`config.mk`:
```
export PLATFORM = sky130hd
export DESIGN_NAME = card_hand_display
export DESIGN_NICKNAME = d
export VERILOG_FILES = /design/src/rtl/card_pkg.sv /design/src/rtl/card_seg_decode.sv /design/src/rtl/card_hand_display.sv
export SDC_FILE = /design/constraint.sdc
export NUM_CORES = 1
export LEC_CHECK = 0
export CAP_MARGIN = 20
export CORE_UTILIZATION = 45
export CTS_CLUSTER_SIZE = 10
export DETAILED_ROUTE_END_ITERATION = 7
export GPL_TIMING_DRIVEN = 0
export PLACE_DENSITY = 0.71
export SLEW_MARGIN = 20
export SYNTH_ARGS = -nofsm -noshare
export SYNTH_HDL_FRONTEND = slang
export SYNTH_SLANG_ARGS = --single-unit
```
`constraint.sdc`:
```
create_clock -name clk -period 4.1 [get_ports clk]
set_clock_uncertainty 0.2 [all_clocks]
set_input_delay 1.23 -clock clk [delete_from_list [all_inputs] [get_ports clk]]
set_output_delay 1.23 -clock clk [all_outputs]
set_load 0.1 [all_outputs]
```
`src/rtl/card_pkg.sv`:
```
// card_pkg: shared definitions for the Baccarat hand display.
//   - SEG_* : 7-segment glyphs, bit6..bit0 (segments a..g)
//   - card_code_e : 4-bit dealt-card code (1=A .. 13=K; 0/14/15 illegal)
//   - blink_state_e : state of the newest-card blink FSM (CARD_BLINK_EN builds)
//   - card_is_legal(code) : 1 for codes 1..13
//   - card_points(code) : Baccarat value 0..9 of a code (0 for illegal codes)
package card_pkg;

  localparam logic [6:0] SEG_BLANK = 7'b0000000;
  localparam logic [6:0] SEG_ACE   = 7'b1110111;
  localparam logic [6:0] SEG_TWO   = 7'b1101101;
  localparam logic [6:0] SEG_THREE = 7'b1111001;
  localparam logic [6:0] SEG_FOUR  = 7'b0110011;
  localparam logic [6:0] SEG_FIVE  = 7'b1011011;
  localparam logic [6:0] SEG_SIX   = 7'b1011111;
  localparam logic [6:0] SEG_SEVEN = 7'b1110000;
  localparam logic [6:0] SEG_EIGHT = 7'b1111111;
  localparam logic [6:0] SEG_NINE  = 7'b1111011;
  localparam logic [6:0] SEG_TEN   = 7'b1111110;
  localparam logic [6:0] SEG_JACK  = 7'b0111100;
  localparam logic [6:0] SEG_QUEEN = 7'b1110011;
  localparam logic [6:0] SEG_KING  = 7'b0110111;

  typedef enum logic [3:0] {
    CARD_NONE  = 4'd0,
    CARD_ACE   = 4'd1,
    CARD_TWO   = 4'd2,
    CARD_THREE = 4'd3,
    CARD_FOUR  = 4'd4,
    CARD_FIVE  = 4'd5,
    CARD_SIX   = 4'd6,
    CARD_SEVEN = 4'd7,
    CARD_EIGHT = 4'd8,
    CARD_NINE  = 4'd9,
    CARD_TEN   = 4'd10,
    CARD_JACK  = 4'd11,
    CARD_QUEEN = 4'd12,
    CARD_KING  = 4'd13
  } card_code_e;

  typedef enum logic {
    BLINK_IDLE = 1'b0,
    BLINK_RUN  = 1'b1
  } blink_state_e;

  function automatic logic card_is_legal(input logic [3:0] code);
    return (code >= 4'(CARD_ACE)) && (code <= 4'(CARD_KING));
  endfunction

  // Ace counts 1, pips count face value, ten and court cards count 0.
  function automatic logic [3:0] card_points(input logic [3:0] code);
    logic [3:0] pts;
    if ((code >= 4'(CARD_ACE)) && (code <= 4'(CARD_NINE))) pts = code;
    else                                                    pts = 4'd0;
    return pts;
  endfunction

endpackage

```
`src/rtl/card_seg_decode.sv`:
```
// card_seg_decode: combinational card code -> 7-segment glyph lookup.
//   code in  [3:0] card code (1=A .. 13=K)
//   seg  out [6:0] glyph, bit6..bit0; illegal codes (0, 14, 15) give blank
module card_seg_decode
  import card_pkg::*;
(
  input  logic [3:0] code,
  output logic [6:0] seg
);

  always_comb begin
    seg = SEG_BLANK;
    case (code)
      4'd1:    seg = SEG_ACE;
      4'd2:    seg = SEG_TWO;
      4'd3:    seg = SEG_THREE;
      4'd4:    seg = SEG_FOUR;
      4'd5:    seg = SEG_FIVE;
      4'd6:    seg = SEG_SIX;
      4'd7:    seg = SEG_SEVEN;
      4'd8:    seg = SEG_EIGHT;
      4'd9:    seg = SEG_NINE;
      4'd10:   seg = SEG_TEN;
      4'd11:   seg = SEG_JACK;
      4'd12:   seg = SEG_QUEEN;
      4'd13:   seg = SEG_KING;
      default: seg = SEG_BLANK;
    endcase
  end

endmodule

```
`src/rtl/card_hand_display.sv`:
```
// card_hand_display: registered multi-slot display for one Baccarat hand.
// Cards arrive over a valid/ready handshake and fill slots in dealing order;
// each slot drives one 7-segment digit and a running score (sum mod 10) is kept.
//
// Handshake: a card is consumed on a rising edge where deal_valid && deal_ready.
// deal_ready = !full && !clear (combinational); the producer holds deal_card
// stable while deal_valid is high and not yet accepted.
//
// Ports:
//   clk, reset     rising-edge clock, synchronous active-high reset
//   deal_valid     card offered on deal_card
//   deal_card[3:0] card code, 1=A .. 13=K (0, 14, 15 are illegal)
//   deal_ready     card can be accepted this cycle
//   clear          start a new hand (priority over a simultaneous deal)
//   hex            7 bits per slot, slot i at [7i+6:7i], slot 0 = first card
//   score[3:0]     hand score 0..9
//   count[2:0]     number of filled slots
//   full           count == NUM_SLOTS
//   bad_card       one-cycle pulse after an illegal code was consumed
//
// Optional feature, macro CARD_BLINK_EN: the newest card's digit blinks
// (blank first) for four half-periods of BLINK_HALF cycles, then goes steady.
module card_hand_display
  import card_pkg::*;
#(
  parameter int NUM_SLOTS  = 3,
  parameter int BLINK_HALF = 4
) (
  input  logic                   clk,
  input  logic                   reset,
  input  logic                   deal_valid,
  input  logic [3:0]             deal_card,
  output logic                   deal_ready,
  input  logic                   clear,
  output logic [7*NUM_SLOTS-1:0] hex,
  output logic [3:0]             score,
  output logic [2:0]             count,
  output logic                   full,
  output logic                   bad_card
);

  logic [3:0]             slot_q  [NUM_SLOTS];
  logic [3:0]             slot_d  [NUM_SLOTS];
  logic [6:0]             glyph_d [NUM_SLOTS];
  logic [7*NUM_SLOTS-1:0] hex_q, hex_d;
  logic [3:0]             score_q, score_d;
  logic [2:0]             count_q, count_d;
  logic                   full_q, full_d;
  logic                   bad_q, bad_d;
  logic [4:0]             sum5;
  logic                   accept;
  logic                   accept_legal;

  assign deal_ready   = !full_q && !clear;
  assign accept       = deal_valid && deal_ready;
  assign accept_legal = accept && card_is_legal(deal_card);

  // Slot, count and score next state. Glyphs are decoded from the next-state
  // slot codes so the digit is registered alongside count and score.
  always_comb begin
    slot_d  = slot_q;
    count_d = count_q;
    score_d = score_q;
    bad_d   = 1'b0;
    sum5    = {1'b0, score_q} + {1'b0, card_points(deal_card)};
    if (clear) begin
      for (int i = 0; i < NUM_SLOTS; i++) slot_d[i] = 4'd0;
      count_d = 3'd0;
      score_d = 4'd0;
    end else if (accept_legal) begin
      for (int i = 0; i < NUM_SLOTS; i++) begin
        if (count_q == 3'(i)) slot_d[i] = deal_card;
      end
      count_d = count_q + 3'd1;
      // Both operands are <= 9, so one conditional subtract is a full mod 10.
      score_d = (sum5 >= 5'd10) ? 4'(sum5 - 5'd10) : sum5[3:0];
    end else if (accept) begin
      bad_d = 1'b1;
    end
    full_d = (count_d == 3'(NUM_SLOTS));
  end

  for (genvar g = 0; g < NUM_SLOTS; g++) begin : g_slot
    card_seg_decode u_dec (
      .code (slot_d[g]),
      .seg  (glyph_d[g])
    );
  end

`ifdef CARD_BLINK_EN
  localparam int PH_W = (BLINK_HALF > 1) ? $clog2(BLINK_HALF) : 1;

  blink_state_e    blink_state_q, blink_state_d;
  logic [PH_W-1:0] phase_q, phase_d;     // cycle within the current half-period
  logic [1:0]      half_q, half_d;       // half-period index 0..3, even = blank
  logic [2:0]      blink_slot_q, blink_slot_d;

  always_comb begin
    blink_state_d = blink_state_q;
    phase_d       = phase_q;
    half_d        = half_q;
    blink_slot_d  = blink_slot_q;
    if (clear) begin
      blink_state_d = BLINK_IDLE;
      phase_d       = '0;
      half_d        = 2'd0;
    end else if (accept_legal) begin
      // A new card restarts the blink; the previous slot is steady at once.
      blink_state_d = BLINK_RUN;
      phase_d       = '0;
      half_d        = 2'd0;
      blink_slot_d  = count_q;
    end else if (blink_state_q == BLINK_RUN) begin
      if (phase_q == PH_W'(BLINK_HALF - 1)) begin
        phase_d = '0;
        if (half_q == 2'd3) blink_state_d = BLINK_IDLE;
        else                half_d = half_q + 2'd1;
      end else begin
        phase_d = phase_q + 1'b1;
      end
    end
  end

  always_comb begin
    for (int i = 0; i < NUM_SLOTS; i++) begin
      hex_d[7*i +: 7] = glyph_d[i];
      if ((blink_state_d == BLINK_RUN) && (blink_slot_d == 3'(i)) && !half_d[0])
        hex_d[7*i +: 7] = SEG_BLANK;
    end
  end

  always_ff @(posedge clk) begin
    if (reset) begin
      blink_state_q <= BLINK_IDLE;
      phase_q       <= '0;
      half_q        <= 2'd0;
      blink_slot_q  <= 3'd0;
    end else begin
      blink_state_q <= blink_state_d;
      phase_q       <= phase_d;
      half_q        <= half_d;
      blink_slot_q  <= blink_slot_d;
    end
  end
`else
  always_comb begin
    for (int i = 0; i < NUM_SLOTS; i++) hex_d[7*i +: 7] = glyph_d[i];
  end
`endif

  always_ff @(posedge clk) begin
    if (reset) begin
      for (int i = 0; i < NUM_SLOTS; i++) slot_q[i] <= 4'd0;
      hex_q   <= '0;
      score_q <= 4'd0;
      count_q <= 3'd0;
      full_q  <= 1'b0;
      bad_q   <= 1'b0;
    end else begin
      slot_q  <= slot_d;
      hex_q   <= hex_d;
      score_q <= score_d;
      count_q <= count_d;
      full_q  <= full_d;
      bad_q   <= bad_d;
    end
  end

  assign hex      = hex_q;
  assign score    = score_q;
  assign count    = count_q;
  assign full     = full_q;
  assign bad_card = bad_q;

endmodule

```
Yosys cells after proc, flatten, opt, wreduce, memory -nomap -nowiden
Memories as Yosys holds them, arrays and structs flattened. A register that Yosys moved wholly into a read port is not among the register bits.
Index checks and enable logic that the tools add are counted.
{ "totals": {"word_cells": 40, "regBits": 21, "romBits": 336, "memories": 3, "ram_bits": 0, "latch_bits": 0, "output_inout_bits": 31} }
{ "mem_list": {"columns": ["name", "depth", "width", "rd", "rd_clocked_by_memory_dff", "write_ports", "line", "rtl"], "rows": [
  ["(name not given)", 16, 7, 1, 1, 0, "card_seg_decode.sv:13", "case (code)"],
  ["(name not given)", 16, 7, 1, 1, 0, "card_seg_decode.sv:13", null],
  ["(name not given)", 16, 7, 1, 1, 0, "card_seg_decode.sv:13", null]
]} }
{ "classes": {"mux": 10, "addsub": 3, "n_eq_ne": 3, "div_mod_pow": 0, "shifts": 0, "bitwise_logic": 0, "n_reduce_logical": 10, "order_cmp": 4, "mul": 0} }
{ "ops": {"columns": ["operator", "n"], "rows": [
  ["$mux 12", 2],
  ["$mux 4", 5],
  ["$le 4x4->1 const B", 2],
  ["$eq 3x2->1 const B", 2],
  ["$mux 3", 2],
  ["$add 4x4->5", 1],
  ["$ge 5x4->1 const B", 1],
  ["$logic_and 1x1->1", 5],
  ["$ge 4x1->1 const B", 1],
  ["$sub 4x4->4 const B", 1],
  ["$add 3x1->3 const B", 1],
  ["$eq 3x1->1 const B", 1],
  ["$logic_not 3->1", 1],
  ["$reduce_or 3->1", 1],
  ["$logic_not 1->1", 2],
  ["$reduce_or 2->1", 1],
  ["$mux 1", 1]
]} }

Depth between registers and ports, before layout
{ "depth": {"ltp_word": 7, "depth_mapped": 12} }

Hierarchy
From an unflattened synthesis, not the netlist that was laid out.
{ "unflattened": {"cells_unflattened": 276, "area_unflattened_um2": 2496.1} }
{ "modules_own_cells": {"columns": ["module", "n_inst", "area_each_um2", "seq_area_each_um2", "cells_per_inst"], "rows": [
  ["card_hand_display", 1, 1788.0, 840.8, 183],
  ["card_seg_decode (g_slot[0].u_dec ...)", 2, 234.0, 0.0, 31],
  ["card_seg_decode (g_slot[1].u_dec)", 1, 240.2, 0.0, 31]
]} }

Least setup slack after synthesis
No wires, ideal clock.
{ "synth_path": {"kind": "input port to output port", "startpoint": "input port clear", "endpoint": "output port deal_ready", "arrival_time_ns": 2.864, "required_ns": 2.670, "stages": 3, "slack_ns": -0.194, "path_cell_list": "clkbuf_1 > clkbuf_1 > nor2_1"} }
{ "synth_via": {"elab_chain_cells": 2} }
{ "synth_rtl": {"columns": ["element", "line", "rtl"], "rows": [
  ["start: declaration", "card_hand_display.sv:34", "input logic clear,"],
  ["$logic_not 1->1", "card_hand_display.sv:54", "assign deal_ready = !full_q && !clear;"],
  ["$logic_and 1x1->1", "card_hand_display.sv:54", null],
  ["end: declaration", "card_hand_display.sv:33", "output logic deal_ready,"]
]} }
Every way passes these cells.

Final worst setup path
{ "layout_path": {"startpoint": "input port deal_card[2]", "endpoint": "register hex_q[15] (netlist: hex[15])"} }
{ "layout_via": {"elab_chain_cells": 5, "elab_cells_between_ends": 7, "cone_classes": "order compare (2); mux (3); reduce/logical (2)"} }
{ "layout_rtl": {"columns": ["element", "line", "rtl"], "rows": [
  ["start: declaration", "card_hand_display.sv:32", "input logic [3:0] deal_card,"],
  ["$ge 4x1->1 / $le 4x4->1 (equally long branches)", "card_pkg.sv:47", "return (code >= 4'(CARD_ACE)) && (code <= 4'(CARD_KING));"],
  ["$logic_and 1x1->1 *", "card_pkg.sv:47", null],
  ["$logic_and 1x1->1 *", "card_hand_display.sv:56", "assign accept_legal = accept && card_is_legal(deal_card);"],
  ["$mux 12 *", "card_hand_display.sv:70", "end else if (accept_legal) begin"],
  ["$mux 12 *", "card_hand_display.sv:66", "if (clear) begin"],
  ["named net g_slot[2].u_dec.code[0]", "card_seg_decode.sv:7", "input logic [3:0] code,"],
  ["end: declaration", "card_hand_display.sv:45", "logic [7*NUM_SLOTS-1:0] hex_q, hex_d;"]
]} }
The timed path passes the listed nets; every way through them passes the cells marked *.
A chain may end at the register's enable or synchronous reset.

==> metrics.md <==
| Metric | Value |
|---|---|
| #FFs+latches synth | `42` |
| IR drop worst, VDD | `roughly 0.00018 V` |
| Static Leak | `between 1 and 1.5 nW` |
| Die area | `between 6000 and 7000 um2` |
| Worst-Skew Late Latency | `between 0.2 and 0.3 ns` |
| Antenna diodes | `0` |
| Worst-path clk slew | `0.09 ns` |
| Vias/cell | `about 5.8` |
| Period minus WS final | `4.01 ns` |
| Global Route Usage Sum | `0.209` |
| # rows | `27` |
| Async S/R FF share, synth | `0` |
| Share of the synthesized area in the top cell type | `0.311` |
| Slew Limit Fails | `0` |
| Via Count | `2382` |
| Top cells by area, synth | `dfxtp_1 (31%), ha_1 (13%), mux2i_1 (5.2%)` |
| Netlist cell types | `between 60 and 70` |
| Register area share after synthesis | `0.311` |
| WP data arrival | `just over 4 ns` |
| Final hold violations | `0` |
| Crit path kind | `in -> reg` |
| Largest net degree at the start of global routing | `15` |
| CTS H-tree lvls | `2` |
| Layout cells sized above 1 | `0.181` |
| Power, Total | `0.000997 W` |
| Count leader, synth | `dfxtp_1` |
| Pre-Repair DR Iteration Count | `4` |
| Fin area | `approximately 3500 um2` |
| I/O Pins | `39` |
| Initial core utilization | `0.479` |
| Clk buf depth | `2` |
| Vias in the first global route | `2249` |
| Post-DRT Antenna Nets | `0` |
| Area of placed instances | `roughly 3200 um2` |
| Finished Layout Cells | `between 400 and 500` |
| Placed cell count | `between 400 and 500` |
| Crit path max fanout | `6` |
| First-pass GRT wire length | `~10 mm` |
| Avg Inst Size Synth | `~9 um2` |
| Synth area leader | `dfxtp_1` |
| Total negative slack | `0 ns` |
| Post-synth EDFFs | `0` |
| Syn Nets | `333` |
| Sink Count | `42` |
| CP startpoint kind | `input pin` |
| Post-synth top cells | `dfxtp_1 (42), ha_1 (27), nor2_1 (23)` |
| Status | `completed` |
| IO Port Bufs | `36` |
| Total CTS buffers | `5` |
| CP Data Required Time | `~4.1 ns` |
| # Max-Cap Violations | `0` |
| Antenna violations before repair | `0` |
| Die height | `around 79 um` |
| Layout Area Growth over Synthesis | `28.1%` |
| Fillcell total | `slightly above 500` |
| Iteration-0 DRC Markers | `roughly 100` |
| Most used DFF post-synth | `dfxtp_1` |
| Chip width | `between 70 and 80 um` |
| Final net count | `between 300 and 400` |
| Synthesized instance count | `roughly 300` |
| GP Congestion | `0.863` |
| Peak Freq | `between 200 and 250 MHz` |
| Setup-failing EPs final | `0` |
| Root Driver | `clkbuf_8` |
| Hpwl dp | `between 4 and 5 mm` |
| Total Routed Length | `~6.4 mm` |
| Pwr/cell area | `288 nW/um2` |
| Mapped Area | `2700 um2` |
| TritonCTS clock tree | `built` |
| Element type at the critical path end | `flop` |
| # DRC | `0` |
| Synth warnings | `0` |
| WL/cell | `between 15 and 20 um` |
| Min-Delay Path Class | `reg -> reg` |
| Worst slew margin | `0.352` |
| Core ar. | `~5600 um2` |
| Remaining global-route overflow | `0` |
| Final Cycle Share | `0.978` |
| Tightest Pin Transition | `roughly 0.97 ns` |
-- sequential cells by signal, indices dropped and copies added (netlist names) --
| signal | cells |
|---|---|
| bad_card | 1 |
| count | 3 |
| full | 1 |
| hex | 21 |
| score | 4 |
| slot_q | 12 |
-- final cells by class --
class | instances | area, um2 | share of cell area
Clock buffer | 5 | 68.8 | 0.0199
Inverter | 19 | 71.3 | 0.0206
Sequential cell | 42 | 841 | 0.243
Multi-Input combinational cell | 219 | 1830 | 0.530
Timing Repair Buffer | 38 | 377 | 0.109
Tap cell | 72 | 90.1 | 0.0260
Buffer | 16 | 110 | 0.0318
Clock inverter | 3 | 68.8 | 0.0199
-- stage by stage --
| step | utilization | worst slack, ns | hold WS, ns |
|---|---|---|---|
| after CTS | 0.601 | 0.00133 | 0.308 |
| after detailed placement | 0.559 | -1.05 | 0.293 |
| after floorplan | - | 0.149 | 0.383 |
| after global placement | 0.559 | -1.05 | 0.295 |
| after global routing | 0.613 | -0.00374 | 0.325 |
| final | 0.613 | 0.0905 | 0.300 |
-- layer usage --
| layer | global-route usage | share of wire | vias up |
|---|---|---|---|
| li1 | - | - | 1171 |
| met1 | 0.273 | 0.47 | 1146 |
| met2 | 0.343 | 0.48 | 57 |
| met3 | 0.0343 | 0.045 | 8 |
| met4 | 0.0764 | 0.0090 | 0 |
| met5 | 0 | 0 | - |
-- repair_timing --
| item | 4_1_cts | 5_1_grt |
|---|---|---|
| pin swaps | 1 | 5 |
| hold buffers | 0 | 0 |
| setup buffers | 1 | 1 |
| setup endpoints to repair | 10 | 7 |
| hold endpoints to repair | 0 | 0 |
| gates resized for setup | 29 | 15 |
-- kinds of logic (layout without fill, tap and decap cells) --
| logic type | after synthesis | count (layout) | synth area share |
|---|---|---|---|
| xor+xnor | 5 | 5 | 0.0162 |
| flops | 42 | 42 | 0.311 |
| fa+ha+maj | 28 | 28 | 0.132 |
| buf+inv | 36 | 81 | 0.0569 |
| simple gates | 95 | 95 | 0.188 |
| compound gates | 63 | 63 | 0.178 |
| mux | 28 | 28 | 0.117 |
-- worst paths after layout --
check,cells after the start,slack (ns),from,endpoint
min,2,0.30,score[0]$_SDFFE_PP0N_,score[0]$_SDFFE_PP0N_
max reg2reg,10,1.14,count[0]$_SDFF_PP0_,hex[15]$_SDFF_PP0_
min reg2reg,2,0.30,score[0]$_SDFFE_PP0N_,score[0]$_SDFFE_PP0N_
max,9,0.09,deal_card[2],hex[15]$_SDFF_PP0_
-- critical path, cell delays in order --
cell             delay [ns]
clkdlybuf4s50_1        0.44
or4_4                  0.61
nand4_4                0.17
mux2_2                 0.36
nand2_2                0.13
inv_1                  0.10
ha_1                   0.24
or4_1                  0.53
a41oi_1                0.22
-- power breakdown --
group	switching [W]	total [W]	internal (W)
Clock	0.000151	0.000395	0.000244
Sequential	0.00000377	0.000419	0.000415
Combinational	0.000124	0.000183	0.0000586
Total	0.000280	0.000997	0.000718
-- placed cells by master (no fill, tap or decap), types with 8 or more instances in the layout --
| master | netlist | routed |
|---|---|---|
| dfxtp_1 | 42 | 42 |
| nor2_1 | 23 | 22 |
| mux2_2 | 11 | 11 |
| inv_1 | 18 | 18 |
| ha_1 | 27 | 25 |
| mux2i_1 | 14 | 12 |
| clkdlybuf4s50_1 | 0 | 32 |
| nor2b_1 | 8 | 8 |
| a21oi_1 | 11 | 11 |
| nand2_1 | 18 | 16 |
| o21ai_0 | 8 | 8 |
Note: power is estimated with default switching activity, not from simulation.
